==> config.mk <==
export PLATFORM = sky130hd
export DESIGN_NAME = baby_run_controller
export DESIGN_NICKNAME = d
export VERILOG_FILES = /design/src/rtl/baby_ctrl_pkg.sv /design/src/rtl/baby_run_controller_key_edge_detect.sv /design/src/rtl/baby_run_controller.sv
export SDC_FILE = /design/constraint.sdc
export NUM_CORES = 1
export LEC_CHECK = 0
export ABC_AREA = 1
export CORE_AREA = 3 3 40 42
export DETAILED_ROUTE_END_ITERATION = 12
export DIE_AREA = 0 0 43 45
export PLACE_DENSITY = 0.72
export SYNTH_ARGS = -nofsm -noshare
export SYNTH_HDL_FRONTEND = slang
export SYNTH_SLANG_ARGS = --single-unit
==> constraint.sdc <==
create_clock -name s_clock -period 2.45 [get_ports s_clock]
set_clock_uncertainty 0.05 [all_clocks]
set_input_delay 0.49 -clock s_clock [delete_from_list [all_inputs] [get_ports s_clock]]
set_output_delay 0.49 -clock s_clock [all_outputs]
set_load 0.02 [all_outputs]
==> src/rtl/baby_ctrl_pkg.sv <==
// baby_ctrl_pkg: shared state encoding and widths for the Baby run controller
package baby_ctrl_pkg;
  typedef enum logic [1:0] {
    STOP   = 2'd0,
    FETCH  = 2'd1,
    DECODE = 2'd2,
    EXEC   = 2'd3
  } state_t;
  localparam int EXEC_CNT_W = 4;
endpackage

==> src/rtl/baby_run_controller_key_edge_detect.sv <==
// key_edge_detect: one-shot rising-edge detector for a console key, sampled on tick cycles
module key_edge_detect (
  input  logic s_clock,
  input  logic reset,
  input  logic tick,
  input  logic key_in,
  output logic edge_out
);
  logic prev;
  // remember the key level only on tick cycles so edges seen between ticks are not lost
  always_ff @(posedge s_clock or posedge reset)
    if (reset) prev <= 1'b0;
    else if (tick) prev <= key_in;
  assign edge_out = key_in & ~prev;
endmodule

==> src/rtl/baby_run_controller.sv <==
// baby_run_controller: fetch/decode/execute sequencer with run/stop/step control; `BABY_INSTR_COUNTER_EN adds instr_count
module baby_run_controller
  import baby_ctrl_pkg::*;
#(
  parameter int EXEC_CYCLES = 1
) (
  input  logic reset,
  input  logic s_clock,
  input  logic tick,
  input  logic run_key,
  input  logic stop_key,
  input  logic step_key,
  input  logic halt_req,
  output logic phase_fetch,
  output logic phase_decode,
  output logic phase_exec,
  output logic instr_done,
  output logic running,
  output logic stopped
`ifdef BABY_INSTR_COUNTER_EN
  ,
  output logic [15:0] instr_count
`endif
);
  localparam logic [EXEC_CNT_W-1:0] LAST = EXEC_CNT_W'(EXEC_CYCLES - 1);
  state_t state, state_next;
  logic [EXEC_CNT_W-1:0] exec_cnt;
  logic run_edge, stop_edge, step_edge;
  logic latch, latch_next, step_pend;
  key_edge_detect u_run (.s_clock(s_clock), .reset(reset), .tick(tick), .key_in(run_key), .edge_out(run_edge));
  key_edge_detect u_stop (.s_clock(s_clock), .reset(reset), .tick(tick), .key_in(stop_key), .edge_out(stop_edge));
  key_edge_detect u_step (.s_clock(s_clock), .reset(reset), .tick(tick), .key_in(step_key), .edge_out(step_edge));
  // run latch: clear side (stop key or STP at instruction end) dominates the run key
  assign latch_next = (latch | run_edge) & ~(stop_edge | (halt_req & instr_done));
  // state register, advancing only on tick cycles
  always_ff @(posedge s_clock or posedge reset)
    if (reset) state <= STOP;
    else if (tick) state <= state_next;
  // next state: leave STOP on run or a pending step, stop only at an instruction boundary
  always_comb begin
    state_next = state;
    unique case (state)
      STOP:    state_next = (latch_next | step_pend) ? FETCH : STOP;
      FETCH:   state_next = DECODE;
      DECODE:  state_next = EXEC;
      EXEC:    state_next = instr_done ? (latch_next ? FETCH : STOP) : EXEC;
      default: state_next = STOP;
    endcase
  end
  // one-hot phase outputs decoded from state and the exec counter
  always_comb begin
    phase_fetch  = state == FETCH;
    phase_decode = state == DECODE;
    phase_exec   = state == EXEC;
    stopped      = state == STOP;
    instr_done   = state == EXEC && exec_cnt == LAST;
    running      = latch;
  end
  // run latch, step request and exec cycle counter
  always_ff @(posedge s_clock or posedge reset)
    if (reset) begin
      latch     <= 1'b0;
      step_pend <= 1'b0;
      exec_cnt  <= '0;
    end else if (tick) begin
      latch     <= latch_next;
      step_pend <= (state == STOP && state_next == FETCH) ? 1'b0 :
                   (step_edge && state == STOP && !latch_next) ? 1'b1 : step_pend;
      exec_cnt  <= state == EXEC ? exec_cnt + 1'b1 : '0;
    end
`ifdef BABY_INSTR_COUNTER_EN
  // completed-instruction counter, wrapping at 16 bits
  always_ff @(posedge s_clock or posedge reset)
    if (reset) instr_count <= '0;
    else if (tick && instr_done) instr_count <= instr_count + 16'd1;
`endif
endmodule

==> results of run 1 <==
==> power groups by stage <==
stage	Sequential [mW]	Clock, mW	Combinational, mW
2_1_floorplan	0.253	0	0.210
3_3_place_gp	0.255	0	0.332
3_5_place_dp	0.257	0	0.335
4_1_cts	0.254	0.131	0.336
5_1_grt	0.259	0.139	0.368
6_report	0.253	0.126	0.329
==> what timing repair did <==
| action | CTS | global route |
|---|---|---|
| setup endpoints to repair | 0 | 1 |
| resized for setup | 0 | 1 |
| endpoints found under the hold margin | 0 | 0 |
==> worst max-delay path, stage by stage, from the launching register on <==
cell	delay, ns
dfrtp_1	0.42
inv_1	0.10
nand2_1	0.13
inv_1	0.10
clkdlybuf4s50_1	0.60
==> worst paths after layout <==
path	start	endpoint	slack (ns)	depth (start not counted)
max	state[0]	stopped	0.30	4
min	reset	step_pend	0.45	2
max reg2reg	exec_cnt[0]	state[0]	1.14	9
min reg2reg	u_stop.prev	u_stop.prev	0.45	2
max in group asynchronous	reset	exec_cnt[1]	1.61	2
min in group s_clock	u_stop.prev	u_stop.prev	0.45	2
==> sequential cells by signal, summed over array words and instances (netlist names) <==
name / count
u_step.prev: 1
running: 1
u_run.prev: 1
u_stop.prev: 1
step_pend: 1
state: 2
exec_cnt: 4
==> cells by family (layout without fill, tap and decap cells) <==
family,count (synthesis),count (layout),share of synthesized area [%]
compound gates,12,12,11.1
xor+xnor,2,2,2.94
fa+ha+maj,2,2,4.20
buf+inv,16,31,11.3
flops,11,11,46.2
simple gates,33,33,24.2
==> layout by cell type, fill, tap and decap left out <==
| cell | netlist | routed |
|---|---|---|
| dfrtp_1 | 11 | 11 |
| nor2_1 | 5 | 5 |
| nand2_2 | 1 | 1 |
| nand3_1 | 5 | 5 |
| nand2_1 | 19 | 19 |
| a21oi_1 | 1 | 1 |
| o2111ai_1 | 1 | 1 |
| dlymetal6s2s_1 | 0 | 1 |
| xor2_1 | 2 | 2 |
| inv_2 | 3 | 3 |
| nand4_2 | 1 | 1 |
| ha_1 | 2 | 2 |
| clkbuf_4 | 0 | 3 |
| o21ai_0 | 9 | 9 |
| clkbuf_1 | 0 | 1 |
| nor3_1 | 2 | 2 |
| inv_1 | 12 | 12 |
| clkdlybuf4s50_1 | 0 | 11 |
| o31ai_1 | 1 | 1 |
==> area by class of cell <==
class / instances / area, µm²
multi-input cells: 49 / 253
inverters: 15 / 56.3
well taps: 15 / 18.8
repair buffers: 12 / 123
fillers: 117 / 533
flip-flops and latches: 11 / 275
clock buffers: 4 / 26.3
==> cell usage after synthesis <==
library cell / number
nand3_1: 5
o21ai_0: 9
buf_6: 1
ha_1: 2
nand2_1: 19
dfrtp_1: 11
nand4_2: 1
a21oi_1: 1
o31ai_1: 1
nand2_2: 1
nor2_1: 5
inv_2: 3
inv_1: 12
xor2_1: 2
nor3_1: 2
o2111ai_1: 1
==> layer usage <==
layer	GRT usage (%)	share of wire, %	up-vias
met5	0	0	-
met4	10.8	3.5	0
met3	3.98	4.3	4
met2	20.1	46	12
met1	16.6	46	233
li1	-	-	274
==> results.yml, run 1 <==
floorplan:
  die_area_um2: 1940
  io-pin-count: 13
  fp.dieW_um: 43
  die_h_um: 45
  core-area_um2: 1280
  row_count: 13
  start_util_pct: 46.3
cts:
  cts_tree: "built"
  clockBufferDepth: 2
  clkTransAtPathRegs_ns: 0.07
  root_buffer: "clkbuf_4"
  post_cts_buffers: 0
  numCtsBuffers: 3
  htree_levels: 1
  ctsHoldBuffers: 0
  clk_latency_ns: 0.27
  cts_sinks: 11
power:
  seqPwrFrac_pct: 35.8
  p_comb_share_pct: 46.5
  p_leak_nw: 0.399
  total_power_mw: 0.708
  peakVddDrop_v: 0.000571
  p_int_mw: 0.422
  power.density_nw_per_um2: 942
  clockPowerShare_pct: 17.8
  swShare_pct: 40.4
  switchingPower_mw: 0.286
sta:
  period_needed_ns: 2.15
  setup_ws_ns: 0.301
  setup_viol: 0
  holdWs_ns: 0.448
  fmax_ghz: 0.465
  slew_violations: 0
  setup_tns_ns: 0
  timing.final.crit_share_pct: 87.7
  hold_viol: 0
  relSlewSlack_pct: 70.9
  grt_setup_unrepaired: "false"
  worst_slew_pin_slew_ns: 0.435
route:
  drt_pass1_iterations: 4
  via_count: 523
  drt_wl_total_um: 1140
  drtAntennaViolNets: 0
  wl_per_cell_um: 10.7
  viasPerCell: 4.93
  drt_first_iter_violations: 12
  drc: 0
yosys:
  synth_top_area_share_pct: 46.2
  syn_area_um2: 596
  ys_seq_area_share_pct: 46.2
  synthCells: 76
  syn_nets: 85
  synth_top_cell_by_area: "dfrtp_1"
  synthTopCellsByArea: "dfrtp_1, nand2_1, o21ai_0"
  yosysUniqueCellTypes: 16
  ys_seq_elements: 11
  avgSynthCellArea_um2: 7.84
  yosysWarnings: 0
global_routing:
  grt_max_degree: 14
  grt-ovfl-total: 0
  grt_pass1_vias: 439
  antenna_found_initial: 0
  grt_pass1_wl_um: 1840
  grt_use_total_pct: 13.6
cells_and_area:
  stdcell_count: 106
  fin_area_um2: 752
  syn_to_final_growth_pct: 26.3
  layout-drive-gt1-share_pct: 8.79
  nets: 101
  n_antenna_cell: 0
  fin_util_pct: 58.5
placement:
  gp_congestion: 0.732
  dp_hpwl_um: 882
  placed_area_um2: 723
  placed_cells: 102
  io_buffer_count: 12
  place_ws_ns: 0.387
worst_setup_path:
  cp_max_fo: 5
  cp_data_required_time_ns: 1.91
  crit_path_end_kind: "output pin"
  critPathArrivalTime_ns: 1.61
  worstSetupPathType: "flop to output pin"
  start_kind: "flop"
run_status:
  status: "finished clean"
hold_path:
  hold_path.class: "input port to asynchronous set/reset pin"
flow_run:
  cap_violations: 0
(Power assumes the default switching activity.)
==> run 2, diff against run 1 <==
--- a/config.mk
+++ b/config.mk
@@ -6,10 +6,11 @@
 export NUM_CORES = 1
 export LEC_CHECK = 0
 export ABC_AREA = 1
-export CORE_AREA = 3 3 40 42
+export CORE_MARGIN = 3
+export CORE_UTILIZATION = 48
 export DETAILED_ROUTE_END_ITERATION = 12
-export DIE_AREA = 0 0 43 45
-export PLACE_DENSITY = 0.72
+export PLACE_DENSITY = 0.75
 export SYNTH_ARGS = -nofsm -noshare
 export SYNTH_HDL_FRONTEND = slang
+export SYNTH_HIERARCHICAL = 1
 export SYNTH_SLANG_ARGS = --single-unit
==> constraint.sdc (replaced) <==
create_clock -name s_clock -period 2.3 [get_ports s_clock]
set_clock_uncertainty 0.05 [all_clocks]
set_input_delay 0.46 -clock s_clock [delete_from_list [all_inputs] [get_ports s_clock]]
set_output_delay 0.46 -clock s_clock [all_outputs]
set_load 0.02 [all_outputs]
==> run 2 against run 1 <==
Net effect: non-clock buffer count grew 1; critical path depth fell by 1; via count is 3.4% higher; global-route usage is 2.8 points higher.
==> results.yml, run 2 <==
run_status:
  status: "finished clean"
yosys:
  synthTopCellsByArea: "dfrtp_1, nand2_1, inv_1"
  synthArstFlopShare_pct: 100
  avgSynthCellArea_um2: 7.64
  synth_top_cell_by_area: "dfrtp_1"
  synth_flop_cell: "dfrtp_1"
  syn_area_um2: 642
  synthCells: 84
  yosysUniqueCellTypes: 19
  yosysWarnings: 6
  ys_seq_area_share_pct: 42.9
  synth_commonest_cells: "nand2_1, inv_1, dfrtp_1"
  synth_edf_count: 0
  synth_top_area_share_pct: 42.9
  ys_seq_elements: 11
  yosysMostFrequentCell: "nand2_1"
  syn_nets: 93
worst_setup_path:
  critPathSlowestCell: "clkdlybuf4s50_1"
  rr_startpoint: "exec_cnt[0]"
  cp_max_fo: 7
  r2r-end: "state[0]"
  crit_path_end_kind: "output pin"
  start_kind: "flop"
  reg2reg_setup_slack_ns: 0.96
  path_cells: "inv_1 > nor2_1 > clkdlybuf4s50_1"
  worstSetupPathType: "flop to output pin"
  cp_data_required_time_ns: 1.79
  critPathArrivalTime_ns: 1.60
  max_stage_delay_ns: 0.64
  r2r_cells: 9
cells_and_area:
  syn_to_final_growth_pct: 25.7
  largest_reg_flops: 4
  largest_registers: "exec_cnt (4), state (2)"
  layout_common_cells: "nand2_1, inv_1, dfrtp_1, clkdlybuf4s50_1, nor2_1"
  layout-drive-gt1-share_pct: 13.0
  fin_area_um2: 807
  fin_util_pct: 68.0
  final_common_cell: "nand2_1"
  nets: 110
  top_register: "exec_cnt"
  n_antenna_cell: 0
hold_path:
  hold_path.class: "input port to asynchronous set/reset pin"
floorplan:
  die_h_um: 42.6
  row_count: 12
  start_util_pct: 54.1
  io-pin-count: 13
  fp.dieW_um: 42.6
  die_area_um2: 1810
  core-area_um2: 1190
sta:
  period_needed_ns: 2.11
  holdWs_ns: 0.378
  grt_setup_unrepaired: "false"
  relSlewSlack_pct: 78.7
  setup_viol: 0
  fmax_ghz: 0.474
  slew_violations: 0
  setup_ws_ns: 0.191
  hold_viol: 0
  setup_tns_ns: 0
  timing.final.crit_share_pct: 91.7
  worst_slew_pin_slew_ns: 0.320
placement:
  gp_congestion: 0.811
  dp_hpwl_um: 957
  io_buffer_count: 12
  place_ws_ns: 0.265
  placed_area_um2: 782
route:
  via_count: 541
  drt_wl_total_um: 1240
  drtAntennaViolNets: 0
  drc: 0
  drt_pass1_iterations: 4
  wl_per_cell_um: 10.9
  viasPerCell: 4.75
  drt_first_iter_violations: 14
cts:
  cts_tree: "built"
  numCtsBuffers: 3
  clockBufferDepth: 2
  clkTransAtPathRegs_ns: 0.08
  root_buffer: "clkbuf_4"
  post_cts_buffers: 0
  htree_levels: 1
  cts_sinks: 11
  clk_latency_ns: 0.28
global_routing:
  antenna_found_initial: 0
  grt-ovfl-total: 0
  grt_pass1_wl_um: 2140
  grt_max_degree: 15
  grt_use_total_pct: 16.4
  grt_pass1_vias: 493
power:
  p_leak_nw: 0.429
  peakVddDrop_v: 0.000601
  power.density_nw_per_um2: 1060
flow_run:
  cap_violations: 0
## run 2: changes by cell type in the layout (fill, tap and decap cells not counted), sizes merged, moves of 2 or more
cell	delta
o21ai	-6
inv	+2
nor2	+6
nand2	+5
## run 2: what timing repair did
action,CTS,global route
resized for setup,1,0
setup endpoints to repair,1,0
hold buffers,0,0
## run 2: kinds of logic after synthesis
logic type	synth area share, %
buf+inv	11.5
flops	42.9
simple gates	32.7
xor+xnor	2.73
compound gates	6.24
fa+ha+maj	3.90
## run 2: worst max path at each step
stage	start	end	slack [ns]
after floorplan	exec_cnt[0]	instr_done	0.74
after global placement	exec_cnt[0]	instr_done	0.30
after detailed placement	exec_cnt[0]	instr_done	0.26
after CTS	state[0]	phase_exec	0.20
after global routing	state[1]	phase_decode	0.14
final	state[1]	phase_decode	0.19
## run 2: per-stage QoR
| step | power, mW | std cells |
|---|---|---|
| 2_1_floorplan | 0.568 | 84 |
| 3_3_place_gp | 0.720 | 110 |
| 3_5_place_dp | 0.726 | 110 |
| 4_1_cts | 0.860 | 114 |
| 5_1_grt | 0.922 | 114 |
| 6_report | 0.853 | 114 |
## run 2: final cells by class
type | instances | area (µm²)
fillers | 96 | 379
multi-input cells | 54 | 293
flip-flops and latches | 11 | 275
repair buffers | 13 | 126
inverters | 18 | 68.8
clock buffers | 4 | 26.3
well taps | 14 | 17.5
## run 2: routing by layer
metal  vias up  wire length (µm)  GRT usage, %  share of wire, %
met2        10               585          25.2                47
met1       236               577          20.7                47
li1        289                 -             -                 -
met3         6                31          2.58               2.5
met4         0                46          11.2               3.7
met5         -                 0             0                 0
## run 2: worst max-delay path, delay by kind of cell (launching register included)
kind          cells  cell delay (ns)
simple gates      1             0.13
buf+inv           2             0.73
flops             1             0.47
## run 2: power by group
group,total (mW),switching (mW),internal (mW)
clock,0.136,0.0687,0.0672
sequential,0.297,0.0553,0.242
combinational,0.420,0.245,0.175
